### config.mk
export PLATFORM = sky130hd
export DESIGN_NAME = hit_response_flat
export DESIGN_NICKNAME = d
export VERILOG_FILES = /design/src/rtl/hit_response_if.sv /design/src/rtl/hit_response.sv /design/src/flat_wrapper.sv
export SDC_FILE = /design/constraint.sdc
export NUM_CORES = 1
export LEC_CHECK = 0
export CAP_MARGIN = 30
export CELL_PAD_IN_SITES_DETAIL_PLACEMENT = 0
export CELL_PAD_IN_SITES_GLOBAL_PLACEMENT = 2
export CORE_AREA = 3 3 74 90
export CTS_CLUSTER_SIZE = 28
export DETAILED_ROUTE_END_ITERATION = 7
export DIE_AREA = 0 0 77 93
export PLACE_DENSITY = 0.86
export SLEW_MARGIN = 30
export SYNTH_ARGS = -nofsm -noshare
export SYNTH_HDL_FRONTEND = slang
export SYNTH_SLANG_ARGS = --single-unit
### constraint.sdc
create_clock -name frame_clk -period 5.53 [get_ports frame_clk]
set_input_delay 1.106 -clock frame_clk [delete_from_list [all_inputs] [get_ports frame_clk]]
set_output_delay 1.106 -clock frame_clk [all_outputs]
set_load 0.01 [all_outputs]
### src/rtl/hit_response_if.sv
// Bundles the per-frame strobes into hit_response and the reaction outputs it returns.
// The controller uses the slave modport; the attack logic, motion controller and HUD use the master modport.
interface hit_response_if;
    logic               round_start;
    logic               hit_in;
    logic               block_in;
    logic               attacker_left;
    logic [7:0]         health;
    logic               stunned;
    logic               blocking;
    logic               ko;
    logic               damage_pulse;
    logic signed [31:0] knockback;

    modport slave (
        input  round_start,
        input  hit_in,
        input  block_in,
        input  attacker_left,
        output health,
        output stunned,
        output blocking,
        output ko,
        output damage_pulse,
        output knockback
    );

    modport master (
        output round_start,
        output hit_in,
        output block_in,
        output attacker_left,
        input  health,
        input  stunned,
        input  blocking,
        input  ko,
        input  damage_pulse,
        input  knockback
    );
endinterface

### src/rtl/hit_response.sv
// Defender-side reaction controller: converts hit/block strobes into health loss, stun timing and knockback.
// Optional feature: define HIT_CHIP_DAMAGE_EN so that blocked attacks also cost CHIP_DAMAGE health.
module hit_response #(
    parameter int MAX_HEALTH        = 100,
    parameter int HIT_DAMAGE        = 10,
    parameter int CHIP_DAMAGE       = 2,
    parameter int HITSTUN_FRAMES    = 20,
    parameter int BLOCKSTUN_FRAMES  = 10,
    parameter int KNOCK_SPEED       = 4,
    parameter int BLOCK_KNOCK_SPEED = 2
) (
    input  logic           frame_clk,
    input  logic           Reset,
    hit_response_if.slave  bus
);

    typedef enum logic [1:0] {
        IDLE,
        HITSTUN,
        BLOCKSTUN,
        KO
    } state_t;

    localparam logic [7:0] HEALTH_INIT  = 8'(MAX_HEALTH);
    localparam logic [7:0] HIT_DMG      = 8'(HIT_DAMAGE);
    localparam logic [7:0] HIT_CNT_INIT = 8'(HITSTUN_FRAMES - 1);
    localparam logic [7:0] BLK_CNT_INIT = 8'(BLOCKSTUN_FRAMES - 1);
    localparam logic signed [31:0] HIT_KB = 32'(KNOCK_SPEED);
    localparam logic signed [31:0] BLK_KB = 32'(BLOCK_KNOCK_SPEED);

`ifdef HIT_CHIP_DAMAGE_EN
    localparam logic [7:0] BLOCK_DMG = 8'(CHIP_DAMAGE);
`else
    // A block still runs through the subtractor, just with a zero amount.
    localparam logic [7:0] BLOCK_DMG = 8'(CHIP_DAMAGE * 0);
`endif

    state_t             state_q, state_d;
    logic [7:0]         cnt_q, cnt_d;
    logic [7:0]         health_q, health_d;
    logic               dir_q, dir_d;
    logic               pulse_q, pulse_d;
    logic               stunned_q, stunned_d;
    logic               blocking_q, blocking_d;
    logic               ko_q, ko_d;
    logic signed [31:0] knock_q, knock_d;

    function automatic logic [7:0] sat_sub(input logic [7:0] a, input logic [7:0] b);
        logic [8:0] diff;
        diff = {1'b0, a} - {1'b0, b};
        return diff[8] ? 8'd0 : diff[7:0];
    endfunction

    always_ff @(posedge frame_clk) begin
        if (Reset) begin
            state_q    <= IDLE;
            cnt_q      <= 8'd0;
            health_q   <= HEALTH_INIT;
            dir_q      <= 1'b0;
            pulse_q    <= 1'b0;
            stunned_q  <= 1'b0;
            blocking_q <= 1'b0;
            ko_q       <= 1'b0;
            knock_q    <= 32'sd0;
        end else begin
            state_q    <= state_d;
            cnt_q      <= cnt_d;
            health_q   <= health_d;
            dir_q      <= dir_d;
            pulse_q    <= pulse_d;
            stunned_q  <= stunned_d;
            blocking_q <= blocking_d;
            ko_q       <= ko_d;
            knock_q    <= knock_d;
        end
    end

    // Stun states ignore both strobes; a strobe still held on the first IDLE frame counts as new.
    always_comb begin
        state_d  = state_q;
        cnt_d    = cnt_q;
        health_d = health_q;
        dir_d    = dir_q;
        pulse_d  = 1'b0;

        case (state_q)
            IDLE: begin
                if (bus.hit_in) begin
                    health_d = sat_sub(health_q, HIT_DMG);
                    pulse_d  = 1'b1;
                    if (health_d == 8'd0) begin
                        state_d = KO;
                    end else begin
                        state_d = HITSTUN;
                        cnt_d   = HIT_CNT_INIT;
                        dir_d   = bus.attacker_left;
                    end
                end else if (bus.block_in) begin
                    health_d = sat_sub(health_q, BLOCK_DMG);
                    state_d  = BLOCKSTUN;
                    cnt_d    = BLK_CNT_INIT;
                    dir_d    = bus.attacker_left;
`ifdef HIT_CHIP_DAMAGE_EN
                    pulse_d  = 1'b1;
                    if (health_d == 8'd0) begin
                        state_d = KO;
                        cnt_d   = 8'd0;
                    end
`endif
                end
            end
            HITSTUN, BLOCKSTUN: begin
                if (cnt_q == 8'd0) begin
                    state_d = IDLE;
                end else begin
                    cnt_d = cnt_q - 8'd1;
                end
            end
            KO: begin
                health_d = 8'd0;
            end
            default: begin
                state_d = IDLE;
            end
        endcase

        if (bus.round_start) begin
            state_d  = IDLE;
            cnt_d    = 8'd0;
            health_d = HEALTH_INIT;
            pulse_d  = 1'b0;
        end
    end

    // Outputs are decoded from the next state so every output comes straight off a flop.
    always_comb begin
        stunned_d  = (state_d == HITSTUN);
        blocking_d = (state_d == BLOCKSTUN);
        ko_d       = (state_d == KO);
        knock_d    = 32'sd0;
        if (state_d == HITSTUN) begin
            knock_d = dir_d ? HIT_KB : -HIT_KB;
        end else if (state_d == BLOCKSTUN) begin
            knock_d = dir_d ? BLK_KB : -BLK_KB;
        end
    end

    assign bus.health       = health_q;
    assign bus.stunned      = stunned_q;
    assign bus.blocking     = blocking_q;
    assign bus.ko           = ko_q;
    assign bus.damage_pulse = pulse_q;
    assign bus.knockback    = knock_q;

endmodule

### src/flat_wrapper.sv
// flat-port wrapper written by rule: the top's interface ports become plain ports
module hit_response_flat 
#(
    parameter int MAX_HEALTH        = 100,
    parameter int HIT_DAMAGE        = 10,
    parameter int CHIP_DAMAGE       = 2,
    parameter int HITSTUN_FRAMES    = 20,
    parameter int BLOCKSTUN_FRAMES  = 10,
    parameter int KNOCK_SPEED       = 4,
    parameter int BLOCK_KNOCK_SPEED = 2
)
  (frame_clk, Reset, bus_round_start, bus_hit_in, bus_block_in, bus_attacker_left, bus_health, bus_stunned, bus_blocking, bus_ko, bus_damage_pulse, bus_knockback);
  hit_response_if bus_i ();
  input  logic frame_clk;
  input  logic Reset;
  input wire logic [$bits(bus_i.round_start)-1:0] bus_round_start;
  input wire logic [$bits(bus_i.hit_in)-1:0] bus_hit_in;
  input wire logic [$bits(bus_i.block_in)-1:0] bus_block_in;
  input wire logic [$bits(bus_i.attacker_left)-1:0] bus_attacker_left;
  output wire logic [$bits(bus_i.health)-1:0] bus_health;
  output wire logic [$bits(bus_i.stunned)-1:0] bus_stunned;
  output wire logic [$bits(bus_i.blocking)-1:0] bus_blocking;
  output wire logic [$bits(bus_i.ko)-1:0] bus_ko;
  output wire logic [$bits(bus_i.damage_pulse)-1:0] bus_damage_pulse;
  output wire logic [$bits(bus_i.knockback)-1:0] bus_knockback;
  assign bus_i.round_start = bus_round_start;
  assign bus_i.hit_in = bus_hit_in;
  assign bus_i.block_in = bus_block_in;
  assign bus_i.attacker_left = bus_attacker_left;
  assign bus_health = bus_i.health;
  assign bus_stunned = bus_i.stunned;
  assign bus_blocking = bus_i.blocking;
  assign bus_ko = bus_i.ko;
  assign bus_damage_pulse = bus_i.damage_pulse;
  assign bus_knockback = bus_i.knockback;
  hit_response #(.MAX_HEALTH(MAX_HEALTH), .HIT_DAMAGE(HIT_DAMAGE), .CHIP_DAMAGE(CHIP_DAMAGE), .HITSTUN_FRAMES(HITSTUN_FRAMES), .BLOCKSTUN_FRAMES(BLOCKSTUN_FRAMES), .KNOCK_SPEED(KNOCK_SPEED), .BLOCK_KNOCK_SPEED(BLOCK_KNOCK_SPEED)) u_core (.frame_clk(frame_clk), .Reset(Reset), .bus(bus_i));
endmodule
==> results of run 1 <==
==> routing by layer <==
metal | track usage (%) | vias up | routed length (µm)
met5 | 0 | - | 0
met1 | 13.5 | 644 | 1700
li1 | - | 707 | -
met3 | 2.12 | 4 | 232
met4 | 2.52 | 0 | 25
met2 | 18.9 | 56 | 1770
==> Yosys cell counts, types with 2 or more instances <==
| cell type | instances | share of area, % |
|---|---|---|
| a211oi_1 | 2 | 0.93 |
| a21o_1 | 2 | 0.93 |
| a21oi_1 | 18 | 5.6 |
| a31oi_1 | 3 | 1.2 |
| buf_4 | 31 | 14 |
| clkbuf_1 | 3 | 0.70 |
| dfxtp_1 | 26 | 32 |
| ha_1 | 4 | 3.1 |
| inv_1 | 17 | 3.9 |
| nand2_1 | 9 | 2.1 |
| nand2b_1 | 2 | 0.77 |
| nand3_1 | 2 | 0.62 |
| nand3b_1 | 2 | 0.93 |
| nor2_1 | 17 | 3.9 |
| nor2b_1 | 4 | 1.5 |
| nor3_1 | 5 | 1.5 |
| nor4_1 | 3 | 1.2 |
| o211a_1 | 2 | 1.2 |
| o21a_1 | 3 | 1.4 |
| o21ai_0 | 9 | 2.8 |
| o21ai_1 | 2 | 0.62 |
| o32ai_1 | 2 | 1.1 |
| or2_2 | 3 | 1.2 |
| or3_1 | 3 | 1.2 |
| or4_1 | 2 | 0.93 |
==> per-stage QoR <==
stage | total power, W | std cells | hold WS, ps | utilization, %
3_3_place_gp | 0.000352 | 296 | 465 | 32.9
5_1_grt | 0.000536 | 300 | 521 | 34.2
4_1_cts | 0.000514 | 300 | 496 | 34.1
6_report | 0.000507 | 300 | 490 | 34.2
3_5_place_dp | 0.000351 | 296 | 477 | 32.9
2_1_floorplan | 0.000313 | 201 | 446 | -
==> cells in the final DEF (no fill, tap or decap), drive strengths merged, types with 2 or more instances in the layout <==
cell type      count
clkdlybuf4s50     48
dfxtp             26
a21oi             18
inv               17
nor2              17
o21ai             12
nand2              9
nor3               6
nor2b              4
ha                 4
o21a               3
nor4               3
or2                3
or3                3
clkbuf             3
a31oi              3
a211oi             3
nand3b             2
o211a              2
nand2b             2
nand3              2
a21o               2
or4                2
o32ai              2
==> layout make-up <==
| type | count | area (µm²) | share of cell area (%) |
|---|---|---|---|
| multi-input cells | 123 | 791 | 39.0 |
| flip-flops and latches | 26 | 520 | 25.6 |
| repair buffers | 48 | 480 | 23.7 |
| well taps | 82 | 103 | 5.06 |
| inverters | 17 | 63.8 | 3.14 |
| clock buffers | 3 | 41.3 | 2.03 |
| clock inverters | 1 | 30.0 | 1.48 |
==> kinds of logic after synthesis <==
group | Yosys count
AND/OR/NAND/NOR | 58
AO/OA/AOI/OAI | 57
buffers and inverters | 52
flip-flops | 26
adder cells (fa/ha/maj) | 4
multiplexers | 2
other | 1
XOR/XNOR | 1
==> worst max-delay path by stage <==
| stage | from | end | slack [ps] | depth (start not counted) |
|---|---|---|---|---|
| 2_1_floorplan | bus_hit_in | u_core.bus.knockback[2] | 3220 | 7 |
| 3_3_place_gp | bus_hit_in | u_core.cnt_q[7] | 2300 | 5 |
| 3_5_place_dp | bus_hit_in | u_core.cnt_q[7] | 2240 | 5 |
| 4_1_cts | bus_hit_in | u_core.cnt_q[7] | 2550 | 5 |
| 5_1_grt | u_core.bus.knockback[30] | bus_knockback[22] | 2450 | 1 |
| 6_report | u_core.bus.knockback[30] | bus_knockback[22] | 2670 | 1 |
==> where the power goes <==
| group | total [W] | internal [W] | switching, W | leakage, nW |
|---|---|---|---|---|
| sequential | 0.000210 | 0.000197 | 0.0000127 | 0.212 |
| combinational | 0.000137 | 0.0000677 | 0.0000694 | 0.531 |
| clock | 0.000160 | 0.0000969 | 0.0000633 | 0.0357 |
| total | 0.000507 | 0.000362 | 0.000145 | 0.779 |
==> state kept, by name, indices dropped and copies added (netlist names) <==
register	flops
u_core.dir_q	1
u_core.bus.damage_pulse	1
u_core.bus.ko	1
u_core.bus.knockback	3
u_core.bus.blocking	1
u_core.state_q	2
u_core.cnt_q	8
u_core.bus.stunned	1
u_core.bus.health	8
==> impl_metrics.env, run 1 <==
export IMPL_synth_cells=201
export IMPL_grt_antenna_before_repair=0
export IMPL_postLayoutCellArea_mm2=0.00203
export IMPL_globalRouteOverflowTotal=0
export IMPL_start_kind="flip-flop"
export IMPL_hold_viol=0
export IMPL_first_pass_iters=4
export IMPL_dieArea_mm2=0.00716
export IMPL_ctsHtreeMaxLevel=1
export IMPL_dp_slack_ps=2240
export IMPL_clockBufferDepth=2
export IMPL_synth_area_mm2=0.00162
export IMPL_n_fill_cell=608
export IMPL_setup_ws_ps=2670
export IMPL_setup_viol=0
export IMPL_synth_main_ff_cell="dfxtp_1"
export IMPL_synthSimpleGateAreaFrac_pct=19.3
export IMPL_cts_tree="yes"
export IMPL_period_share_pct=51.8
export IMPL_min_to="u_core.cnt_q[1]"
export IMPL_slew_limit_headroom_pct=51.4
export IMPL_num_rows=31
export IMPL_path_buf_inv=1
export IMPL_crit_required_ps=4420
export IMPL_cts_setup_buffers=0
export IMPL_cts_made_buffers=3
export IMPL_tightest_slew_ps=728
export IMPL_yosysSeqAreaShare_pct=32.2
export IMPL_min_path_cells=2
export IMPL_drt_iter0_drc=35
export IMPL_synth_compound_area_share_pct=23.8
export IMPL_grt_pass1_wl_mm=6.35
export IMPL_ant_nets=0
export IMPL_core_area_mm2=0.00593
export IMPL_synth_seq_cells=26
export IMPL_min_path_type="reg2reg"
export IMPL_worstPathCellList="clkdlybuf4s50_1"
export IMPL_cts_resized=0
export IMPL_avgRoutedWirePerCell_um=12.4
export IMPL_clk_latency_ps=270
export IMPL_critical_path_peak_fanout=29
export IMPL_place_gp_congestion=0.793
export IMPL_power_density_mw_per_mm2=250
export IMPL_n_antenna_cell=0
export IMPL_dp_hpwl_mm=2.83
export IMPL_drt_total_wl_mm=3.72
export IMPL_rr_worst_depth=8
export IMPL_critPathTopFamily="flip-flops"
export IMPL_yosys_warnings=0
export IMPL_io_pins=50
export IMPL_hold_buffers=0
export IMPL_worstHoldStart="u_core.cnt_q[1]"
export IMPL_ys_types=50
export IMPL_die_w_um=77
export IMPL_fin_crit_ps=2860
export IMPL_maxCapViolations=0
export IMPL_synth_nets=211
export IMPL_endpoint_kind="primary output"
export IMPL_ir_drop_mv=0.108
export IMPL_grt_pass1_vias=1319
export IMPL_max_stage_delay_ps=800
export IMPL_final_net_count=229
export IMPL_muxShareOfSynthArea_pct=1.55
export IMPL_r2r_slack_ps=3000
export IMPL_synth_edff_count=0
export IMPL_run_status="complete, no violations"
export IMPL_clkSinkCount=26
export IMPL_synth_xor_area_share_pct=0.541
export IMPL_vias_per_cell=4.70
export IMPL_num_vias=1411
export IMPL_root_buffer="clkbuf_8"
export IMPL_synth_area_per_cell_um2=8.05
export IMPL_cp_slowest_cell="dfxtp_1"
export IMPL_rr_endpoint="u_core.cnt_q[7]"
export IMPL_critPathKind="reg2out"
export IMPL_place_area_mm2=0.00195
export IMPL_drive_gt1_share_pct=6.42
export IMPL_synth_top_family_by_area="compound AO/OA/AOI/OAI gates"
export IMPL_rsz0062_at_grt="false"
export IMPL_initial_core_util_pct=27.3
export IMPL_grt_max_degree=30
export IMPL_grtUsageTotal_pct=10.7
export IMPL_report_final_slew_viol_count=0
export IMPL_fmax_mhz=349
export IMPL_tns_ps=0
export IMPL_worst_clock_skew_ps=4.01
export IMPL_drc=0
export IMPL_synthArstFlopShare_pct=0
export IMPL_r2r_start="u_core.bus.health[1]"
export IMPL_arrival_ps=1760
export IMPL_path_clk_slew_ps=100
export IMPL_place_port_buffers=48
export IMPL_area_delta_synth_final_pct=25.4
export IMPL_post_synth_fa_ha_maj_area_fraction_pct=3.09
export IMPL_die_h_um=93
export IMPL_leakage_nw=0.779
(Power assumes the default switching activity.)
==> run 2, diff against run 1 <==
CORE_AREA = 3 3 81 98   (was 3 3 74 90)
DIE_AREA = 0 0 84 101   (was 0 0 77 93)
PLACE_DENSITY = 0.77   (was 0.86)
clock period = 2.6 ns   (was 5.53 ns; I/O delays follow)
==> run 2 against run 1 <==
Clock skew is 1.3 ps lower. Setup slack worse by 2500 ps. Flip-flop and latch count stayed put. Critical endpoint is now u_core.dir_q. Largest cell class unchanged.
==> impl_metrics.env, run 2 (synthesized netlist as in run 1, its figures left out) <==
export IMPL_run_status="complete, no violations"
export IMPL_grt_pass1_wl_mm=6.31
export IMPL_cts_setup_buffers=0
export IMPL_rsz0062_at_grt="false"
export IMPL_cts_resized=0
export IMPL_critPathKind="reg2reg"
export IMPL_core_area_mm2=0.00719
export IMPL_rr_endpoint="u_core.dir_q"
export IMPL_max_stage_delay_ps=420
export IMPL_endpoint_kind="flip-flop"
export IMPL_cts_made_buffers=3
export IMPL_avgRoutedWirePerCell_um=12.2
export IMPL_arrival_ps=2580
export IMPL_place_port_buffers=48
export IMPL_cp_slowest_cell="dfxtp_1"
export IMPL_root_buffer="clkbuf_8"
export IMPL_path_buf_inv=1
export IMPL_hold_buffers=0
export IMPL_final_cell_mix="clkdlybuf4s50_1, dfxtp_1, a21oi_1"
export IMPL_area_delta_synth_final_pct=25.2
export IMPL_drt_total_wl_mm=3.79
export IMPL_num_vias=1411
export IMPL_slew_limit_headroom_pct=51.1
export IMPL_critPathLaunch="u_core.bus.health[1]"
export IMPL_worstPathCellList="inv_1 > ha_1 > or3b_1 > a211oi_2 > o2111ai_2 > and3_4 > mux2_4 > nor2b_1"
export IMPL_clkSinkCount=26
export IMPL_multi_input_comb_area_um2=785
export IMPL_ctsHtreeMaxLevel=1
export IMPL_vias_per_cell=4.55
export IMPL_setup_viol=0
export IMPL_grt_pass1_vias=1282
export IMPL_holdWs_ps=479
export IMPL_first_pass_iters=4
export IMPL_die_h_um=101
export IMPL_power_density_mw_per_mm2=478
export IMPL_drc=0
export IMPL_r2r_slack_ps=180
export IMPL_final_common_cell="clkdlybuf4s50_1"
export IMPL_cp_num_cells=8
export IMPL_report_final_slew_viol_count=0
export IMPL_critPathTopFamily="simple AND/OR/NAND/NOR gates"
export IMPL_drive_gt1_share_pct=6.82
export IMPL_drt_iter0_drc=52
export IMPL_grt_max_degree=30
export IMPL_rr_worst_depth=8
export IMPL_globalRouteOverflowTotal=0
export IMPL_initial_core_util_pct=22.5
export IMPL_seq_area_um2=520
export IMPL_hold_viol=0
export IMPL_n_fill_cell=739
export IMPL_grt_antenna_before_repair=0
export IMPL_period_share_pct=93.1
export IMPL_clk_latency_ps=260
export IMPL_dieArea_mm2=0.00848
export IMPL_clockBufferDepth=2
export IMPL_maxCapViolations=0
export IMPL_min_path_type="reg2reg"
export IMPL_crit_required_ps=2750
export IMPL_io_pins=50
export IMPL_fin_crit_ps=2420
export IMPL_critical_path_peak_fanout=6
export IMPL_r2r_start="u_core.bus.health[1]"
export IMPL_grtUsageTotal_pct=9.01
export IMPL_tns_ps=0
export IMPL_place_gp_congestion=0.829
export IMPL_cts_tree="yes"
export IMPL_path_clk_slew_ps=90
export IMPL_leakage_nw=0.779
export IMPL_ir_drop_mv=0.172
export IMPL_fmax_mhz=413
export IMPL_num_rows=34
export IMPL_start_kind="flip-flop"
export IMPL_n_antenna_cell=0
export IMPL_die_w_um=84
export IMPL_tightest_slew_ps=732
export IMPL_dp_hpwl_mm=2.92
export IMPL_ant_nets=0
export IMPL_worst_clock_skew_ps=2.73
export IMPL_final_net_count=232
export IMPL_crit_end="u_core.dir_q"
run 2: cell count changes in the layout (fill, tap and decap cells not counted):
cell       before  now
a31oi_2         1    0
bufinv_16       1    0
a31oi_1         2    3
buf_4           0    3
run 2: worst min-delay path by stage:
| stage | from | endpoint | slack (ps) | cells past startpoint |
|---|---|---|---|---|
| floorplan | u_core.cnt_q[7] | u_core.cnt_q[7] | 450 | 2 |
| global placement | u_core.cnt_q[7] | u_core.cnt_q[7] | 460 | 2 |
| detailed placement | u_core.cnt_q[7] | u_core.cnt_q[7] | 460 | 2 |
| CTS | u_core.cnt_q[7] | u_core.cnt_q[7] | 480 | 2 |
| global route | u_core.cnt_q[7] | u_core.cnt_q[7] | 520 | 2 |
| finish | u_core.cnt_q[7] | u_core.cnt_q[7] | 480 | 2 |
run 2: layout make-up:
type                    count  share of cell area, %
clock buffers               3                   2.04
well taps                  90                   5.56
flip-flops and latches     26                   25.7
repair buffers             51                   24.8
multi-input cells         123                   38.7
inverters                  17                   3.15
run 2: routing by layer:
metal | wire [µm] | vias to the layer above | GRT usage, %
met3 | 222 | 6 | 1.64
met1 | 1670 | 634 | 10.6
li1 | - | 721 | -
met2 | 1840 | 50 | 16.2
met5 | 0 | - | 0
met4 | 65 | 0 | 3.47
run 2: where the power goes:
part	total, W	switching (W)	internal (W)	leakage [nW]
Combinational	0.000297	0.000148	0.000149	0.545
Sequential	0.000446	0.0000269	0.000419	0.212
Clock	0.000225	0.000122	0.000104	0.0216
run 2: metrics by stage:
step	worst slack [ps]	utilization [%]	cells	instance area, µm²	total power (W)
6_report	180	28.2	310	2030	0.000969
4_1_cts	166	28.2	310	2030	0.000990
5_1_grt	15.5	28.2	310	2030	0.00103
2_1_floorplan	313	-	201	1620	0.000666
3_3_place_gp	217	27.6	307	1980	0.000758
3_5_place_dp	184	27.6	307	1980	0.000754
run 2: worst reg2reg max path: stages, from the launching register on:
cell	delay [ps]
dfxtp_1	420
inv_1	100
ha_1	270
or3b_1	380
a211oi_2	300
o2111ai_2	190
and3_4	220
mux2_4	310
nor2b_1	130
